===== src/rtl/mem_access_unit_pkg.sv =====
// Shared encodings and request-decode helpers for the load/store access unit.
package mem_access_unit_pkg;

  localparam logic [2:0] OP_LW  = 3'd0;
  localparam logic [2:0] OP_LH  = 3'd1;
  localparam logic [2:0] OP_LHU = 3'd2;
  localparam logic [2:0] OP_LB  = 3'd3;
  localparam logic [2:0] OP_LBU = 3'd4;
  localparam logic [2:0] OP_SW  = 3'd5;
  localparam logic [2:0] OP_SH  = 3'd6;
  localparam logic [2:0] OP_SB  = 3'd7;

  localparam logic [1:0] EXC_OK        = 2'd0;
  localparam logic [1:0] EXC_MISALIGN  = 2'd1;
  localparam logic [1:0] EXC_TIMEOUT   = 2'd2;

  localparam logic [1:0] ST_IDLE   = 2'd0;
  localparam logic [1:0] ST_ACCESS = 2'd1;
  localparam logic [1:0] ST_RESP   = 2'd2;

  function automatic logic is_store(input logic [2:0] op);
    return (op == OP_SW) || (op == OP_SH) || (op == OP_SB);
  endfunction

  function automatic logic is_misaligned(input logic [2:0] op, input logic [1:0] off);
    case (op)
      OP_LW, OP_SW:         return off != 2'b00;
      OP_LH, OP_LHU, OP_SH: return off[0];
      default:              return 1'b0;
    endcase
  endfunction

  function automatic logic [3:0] store_we(input logic [2:0] op, input logic [1:0] off);
    case (op)
      OP_SW:   return 4'b1111;
      OP_SH:   return off[1] ? 4'b1100 : 4'b0011;
      OP_SB:   return 4'b0001 << off;
      default: return 4'b0000;
    endcase
  endfunction

  // Stores replicate the data across lanes so the byte enables alone pick the target.
  function automatic logic [31:0] store_wdata(input logic [2:0] op, input logic [31:0] wdata);
    case (op)
      OP_SW:   return wdata;
      OP_SH:   return {2{wdata[15:0]}};
      OP_SB:   return {4{wdata[7:0]}};
      default: return 32'h0;
    endcase
  endfunction

endpackage


===== src/rtl/mem_access_unit_load_ext.sv =====
// Combinational lane selection and sign/zero extension of a loaded word.
module mem_load_ext
  import mem_access_unit_pkg::*;
(
  input  logic [2:0]  op,
  input  logic [1:0]  off,
  input  logic [31:0] rdata,
  output logic [31:0] result
);

  logic [31:0] w_shifted;
  logic [7:0]  w_byte;
  logic [15:0] w_half;

  assign w_shifted = rdata >> {off, 3'b000};
  assign w_byte    = w_shifted[7:0];
  assign w_half    = off[1] ? rdata[31:16] : rdata[15:0];

  always_comb begin
    // NOTE: default assignment first so no path leaves result unassigned (no latch).
    result = 32'h0;
    case (op)
      OP_LW:   result = rdata;
      OP_LH:   result = {{16{w_half[15]}}, w_half};
      OP_LHU:  result = {16'h0, w_half};
      OP_LB:   result = {{24{w_byte[7]}}, w_byte};
      OP_LBU:  result = {24'h0, w_byte};
      default: result = 32'h0;
    endcase
  end

endmodule


===== src/rtl/mem_access_unit.sv =====
// Single-outstanding load/store unit: alignment check, lane steering, ack timeout.
module mem_access_unit
  import mem_access_unit_pkg::*;
#(
  parameter int unsigned TIMEOUT_CYCLES = 16
) (
  input  logic        clk,
  input  logic        reset,
  input  logic        req_valid,
  output logic        req_ready,
  input  logic [2:0]  req_op,
  input  logic [31:0] req_addr,
  input  logic [31:0] req_wdata,
  output logic        mem_en,
  output logic [3:0]  mem_we,
  output logic [31:0] mem_addr,
  output logic [31:0] mem_wdata,
  input  logic        mem_ack,
  input  logic [31:0] mem_rdata,
  output logic        rsp_valid,
  output logic [31:0] rsp_data,
  output logic [1:0]  rsp_exc
);

  localparam logic [31:0] TO_LAST = TIMEOUT_CYCLES - 1;

  logic [1:0]  r_state;
  logic [2:0]  r_op;
  logic [1:0]  r_off;
  logic [31:0] r_addr;
  logic [3:0]  r_we;
  logic [31:0] r_wdata;
  logic [31:0] r_cnt;
  logic [31:0] r_rsp_data;
  logic [1:0]  r_rsp_exc;
  logic [31:0] w_load;
  logic        w_timeout;

  mem_load_ext u_load_ext (
    .op     (r_op),
    .off    (r_off),
    .rdata  (mem_rdata),
    .result (w_load)
  );

  // The last ACCESS cycle without ack is the one where the count would reach the limit.
  assign w_timeout = (TIMEOUT_CYCLES != 0) && (r_cnt == TO_LAST);

  always_ff @(posedge clk or posedge reset) begin
    if (reset) begin
      r_state    <= ST_IDLE;
      r_op       <= OP_LW;
      r_off      <= 2'b00;
      r_addr     <= 32'h0;
      r_we       <= 4'h0;
      r_wdata    <= 32'h0;
      r_cnt      <= 32'h0;
      r_rsp_data <= 32'h0;
      r_rsp_exc  <= EXC_OK;
    end else begin
      // NOTE: non-blocking assignments so every register samples pre-edge values.
      case (r_state)
        ST_IDLE: begin
          if (req_valid) begin
            if (is_misaligned(req_op, req_addr[1:0])) begin
              r_state    <= ST_RESP;
              r_rsp_exc  <= EXC_MISALIGN;
              r_rsp_data <= 32'h0;
            end else begin
              r_state <= ST_ACCESS;
              r_op    <= req_op;
              r_off   <= req_addr[1:0];
              r_addr  <= {req_addr[31:2], 2'b00};
              r_we    <= store_we(req_op, req_addr[1:0]);
              r_wdata <= store_wdata(req_op, req_wdata);
              r_cnt   <= 32'h0;
            end
          end
        end
        ST_ACCESS: begin
          if (mem_ack) begin
            r_state    <= ST_RESP;
            r_rsp_exc  <= EXC_OK;
            r_rsp_data <= is_store(r_op) ? 32'h0 : w_load;
          end else if (w_timeout) begin
            r_state    <= ST_RESP;
            r_rsp_exc  <= EXC_TIMEOUT;
            r_rsp_data <= 32'h0;
          end else begin
            r_cnt <= r_cnt + 32'd1;
          end
        end
        ST_RESP: begin
          r_state    <= ST_IDLE;
          r_rsp_data <= 32'h0;
          r_rsp_exc  <= EXC_OK;
        end
        default: r_state <= ST_IDLE;
      endcase
    end
  end

  assign req_ready = (r_state == ST_IDLE);
  assign mem_en    = (r_state == ST_ACCESS);
  assign mem_we    = r_we;
  assign mem_addr  = r_addr;
  assign mem_wdata = r_wdata;
  assign rsp_valid = (r_state == ST_RESP);
  assign rsp_data  = r_rsp_data;
  assign rsp_exc   = r_rsp_exc;

endmodule


===== config.mk =====
export PLATFORM = sky130hd
export DESIGN_NAME = mem_access_unit
export DESIGN_NICKNAME = d
export VERILOG_FILES = /design/src/rtl/mem_access_unit_pkg.sv /design/src/rtl/mem_access_unit_load_ext.sv /design/src/rtl/mem_access_unit.sv
export SDC_FILE = /design/constraint.sdc
export NUM_CORES = 1
export LEC_CHECK = 0
export CAP_MARGIN = 20
export CORE_ASPECT_RATIO = 0.6
export CORE_UTILIZATION = 50
export CTS_CLUSTER_SIZE = 14
export DETAILED_ROUTE_END_ITERATION = 8
export GPL_TIMING_DRIVEN = 0
export HOLD_SLACK_MARGIN = 0.12
export PLACE_DENSITY = 0.83
export SLEW_MARGIN = 20
export SYNTH_ARGS = -nofsm -noshare
export SYNTH_HDL_FRONTEND = slang
export SYNTH_SLANG_ARGS = --single-unit

===== constraint.sdc =====
create_clock -name clk -period 15.61 [get_ports clk]
set_clock_uncertainty 0.2 [all_clocks]
set_input_delay 4.683 -clock clk [delete_from_list [all_inputs] [get_ports clk]]
set_output_delay 4.683 -clock clk [all_outputs]
set_load 0.02 [all_outputs]

==> results_dict.tcl <==
set metrics [dict create \
    synth_xor_area_share_pct 0.115 \
    drt_wl_total_um 23100 \
    synth-async-reset-ratio_pct 100 \
    cp.required_ps 15710 \
    yosysWarnings 0 \
    cts_tree "yes" \
    start_util_pct 51.9 \
    syn_area_um2 7610 \
    cp-end-kind "register" \
    dp_slack_ps 8290 \
    num_vias 7086 \
    diodes 0 \
    die_area_um2 15700 \
    power_leakage_nw 4.51 \
    cts-htree-levels 4 \
    clockBufferDepth 2 \
    core_area_um2 14700 \
    maxSlewHeadroom_pct 41.5 \
    portBuffers 205 \
    grt_antenna_before_repair 0 \
    r2r_slack_ps 12960 \
    ir_worst_vdd_mv 0.108 \
    ys_seq_elements 139 \
    cts_setup_buffers 0 \
    path_clk_slew_ps 70 \
    globalplace.congestion 0.938 \
    wl_per_cell_um 19.4 \
    clk_latency_ps 430 \
    hp-start "mem_we[2]" \
    synth_top_family_by_area "compound AO/OA/AOI/OAI gates" \
    synth_flop_cell "dfrtp_1" \
    numCtsBuffers 17 \
    placed_cells 1160 \
    cts_resized 0 \
    fin_ws_ps 8650 \
    dr.pass1.iters 8 \
    postCtsHoldBufs 0 \
    final-instance-count-excl-fill 1192 \
    num_io_pins 208 \
    rows 34 \
    die_y_um 97.6 \
    worst_pin_slew_ps 871 \
    grt_max_degree 86 \
    maxSlewViolCount 0 \
    synth.area.mux_share_pct 14.6 \
    synthDistinctLibCells 69 \
    worstReg2RegStart "r_state[0]" \
    avgSynthCellArea_um2 10.1 \
    synth-seq-area-share_pct 45.7 \
    drt_iter0_markers 831 \
    vias_per_cell 5.94 \
    min_period_ps 6960 \
    cts_sinks 139 \
    drive_gt1_share_pct 16.9 \
    critPathMaxFanout 10 \
    detailed_place_hpwl_um 16500 \
    drtAntennaViolNets 0 \
    synth_edf_count 0 \
    gr-usage-all-layers_pct 30.2 \
    hold_depth 2 \
    critPathLaunchType "input port" \
    synth_cells 755 \
    critPathKind "in2reg" \
    cp.arrival_ps 7050 \
    cts-root-buf "clkbuf_16" \
    setup_violations 0 \
    yosys.area_share.simple_pct 16.7 \
    grt_pass1_wl_um 36800 \
    synth_adder_area_share_pct 0.822 \
    syn2layout_area_growth_pct 38.4 \
    final-hold-violation-count 0 \
    grt_pass1_vias 6927 \
    die_w_um 161 \
    status "completed" \
    nets 1089 \
    finalSetupTns_ps 0 \
    r2r-end "r_cnt[4]" \
    p_per_area_nw_per_um2 168 \
    period_share_pct 44.6 \
    synth_compound_area_share_pct 16.7 \
    drcViolationCount 0 \
    rsz0062_at_grt "false" \
    fmax_mhz 144 \
    min-delay-path-class "reg2reg" \
    ff2ff_path_depth 6 \
    drv_cap 0 \
    holdPathEnd "mem_we[2]" \
    grt_overflow 0 \
]
critical path, cell delays in order:
cell and delay, ps:
clkdlybuf4s50_1 540, nor3b_1 260, a221o_2 220, a21boi_4 120, nor3_1 730, buf_2 420, a21oi_1 80
metrics by stage:
| stage | util, % | instance area, um2 | hold WS, ps | power (mW) |
|---|---|---|---|---|
| after global routing | 71.8 | 10500 | 302 | 1.86 |
| after detailed placement | 67.8 | 9950 | 269 | 1.35 |
| final | 71.8 | 10500 | 277 | 1.77 |
| after CTS | 71.8 | 10500 | 284 | 1.77 |
| after floorplan | - | 7620 | 310 | 1.01 |
| after global placement | 67.6 | 9920 | 264 | 1.34 |
metal layers:
| metal | up-vias | global-route usage (%) | wire, um |
|---|---|---|---|
| li1 | 3198 | - | - |
| met1 | 3376 | 42.8 | 10000 |
| met2 | 471 | 43.4 | 9800 |
| met3 | 41 | 9.77 | 2830 |
| met4 | 0 | 10.3 | 414 |
| met5 | - | 0 | 0 |
logic make-up after synthesis:
kind of cell / after synthesis
simple gates: 245
mux: 88
fa+ha+maj: 5
buf+inv: 78
other cells: 1
compound gates: 198
flops: 139
xor+xnor: 1
area by class of cell:
cell class,instances,area (um2)
multi-input combinational,539,3730
sequential,139,3480
inverter,27,109
tap,198,248
fill,1047,4140
buffer,51,305
clock buffer,18,439
timing repair buffer,206,2080
clock inverter,14,146
worst max-delay path by stage:
stage / endpoint / start / slack [ps]
2_1_floorplan: mem_addr[10] / reset / 7000
3_3_place_gp: mem_addr[19] / reset / 5060
3_5_place_dp: r_cnt[7] / req_op[0] / 8290
4_1_cts: r_cnt[7] / req_op[0] / 8710
5_1_grt: r_cnt[11] / req_op[0] / 8550
6_report: r_cnt[4] / req_op[0] / 8650
power by group:
| group | internal (mW) | switching [mW] | leakage, nW | total [mW] |
|---|---|---|---|---|
| combinational | 0.373 | 0.471 | 2.39 | 0.844 |
| clock | 0.230 | 0.178 | 0.284 | 0.409 |
| sequential | 0.460 | 0.0615 | 1.84 | 0.522 |
registers in the layout, indices dropped and copies added, names as in the netlist:
register / cells
mem_we: 4
r_cnt: 32
r_op: 3
mem_wdata: 32
r_state: 2
mem_addr: 30
rsp_data: 32
r_off: 2
rsp_exc: 2
cell usage in the layout, fill, tap and decap left out, types with 14 or more instances in the layout:
master,synthesis,routed
a21oi_1,45,45
a22o_1,18,18
buf_2,16,16
clkbuf_1,17,17
clkbuf_16,0,17
clkdlybuf4s50_1,0,205
dfrtp_1,139,139
inv_1,26,25
mux2_2,46,46
mux2_4,30,30
nand2_1,119,119
nand4_1,14,14
nor2_1,18,18
o21ai_0,72,72
o31ai_1,16,16
or4_1,17,17
cells in the mapped netlist (all sizes together) (7+ instances only):
master | number | share of area, %
a21oi | 47 | 3.2
a221o | 8 | 1.1
a22o | 18 | 2.1
a22oi | 8 | 0.79
and3 | 13 | 1.1
buf | 32 | 2.9
clkbuf | 19 | 1.1
dfrtp | 139 | 46
inv | 27 | 1.3
mux2 | 76 | 13
mux2i | 10 | 1.3
nand2 | 120 | 5.9
nand2b | 8 | 0.66
nand3 | 12 | 0.95
nand4 | 15 | 1.4
nor2 | 18 | 0.89
nor3 | 7 | 0.59
nor4 | 12 | 0.99
o21ai | 77 | 5.2
o31ai | 16 | 1.6
or4 | 17 | 1.7
(Power assumes the default switching activity.)
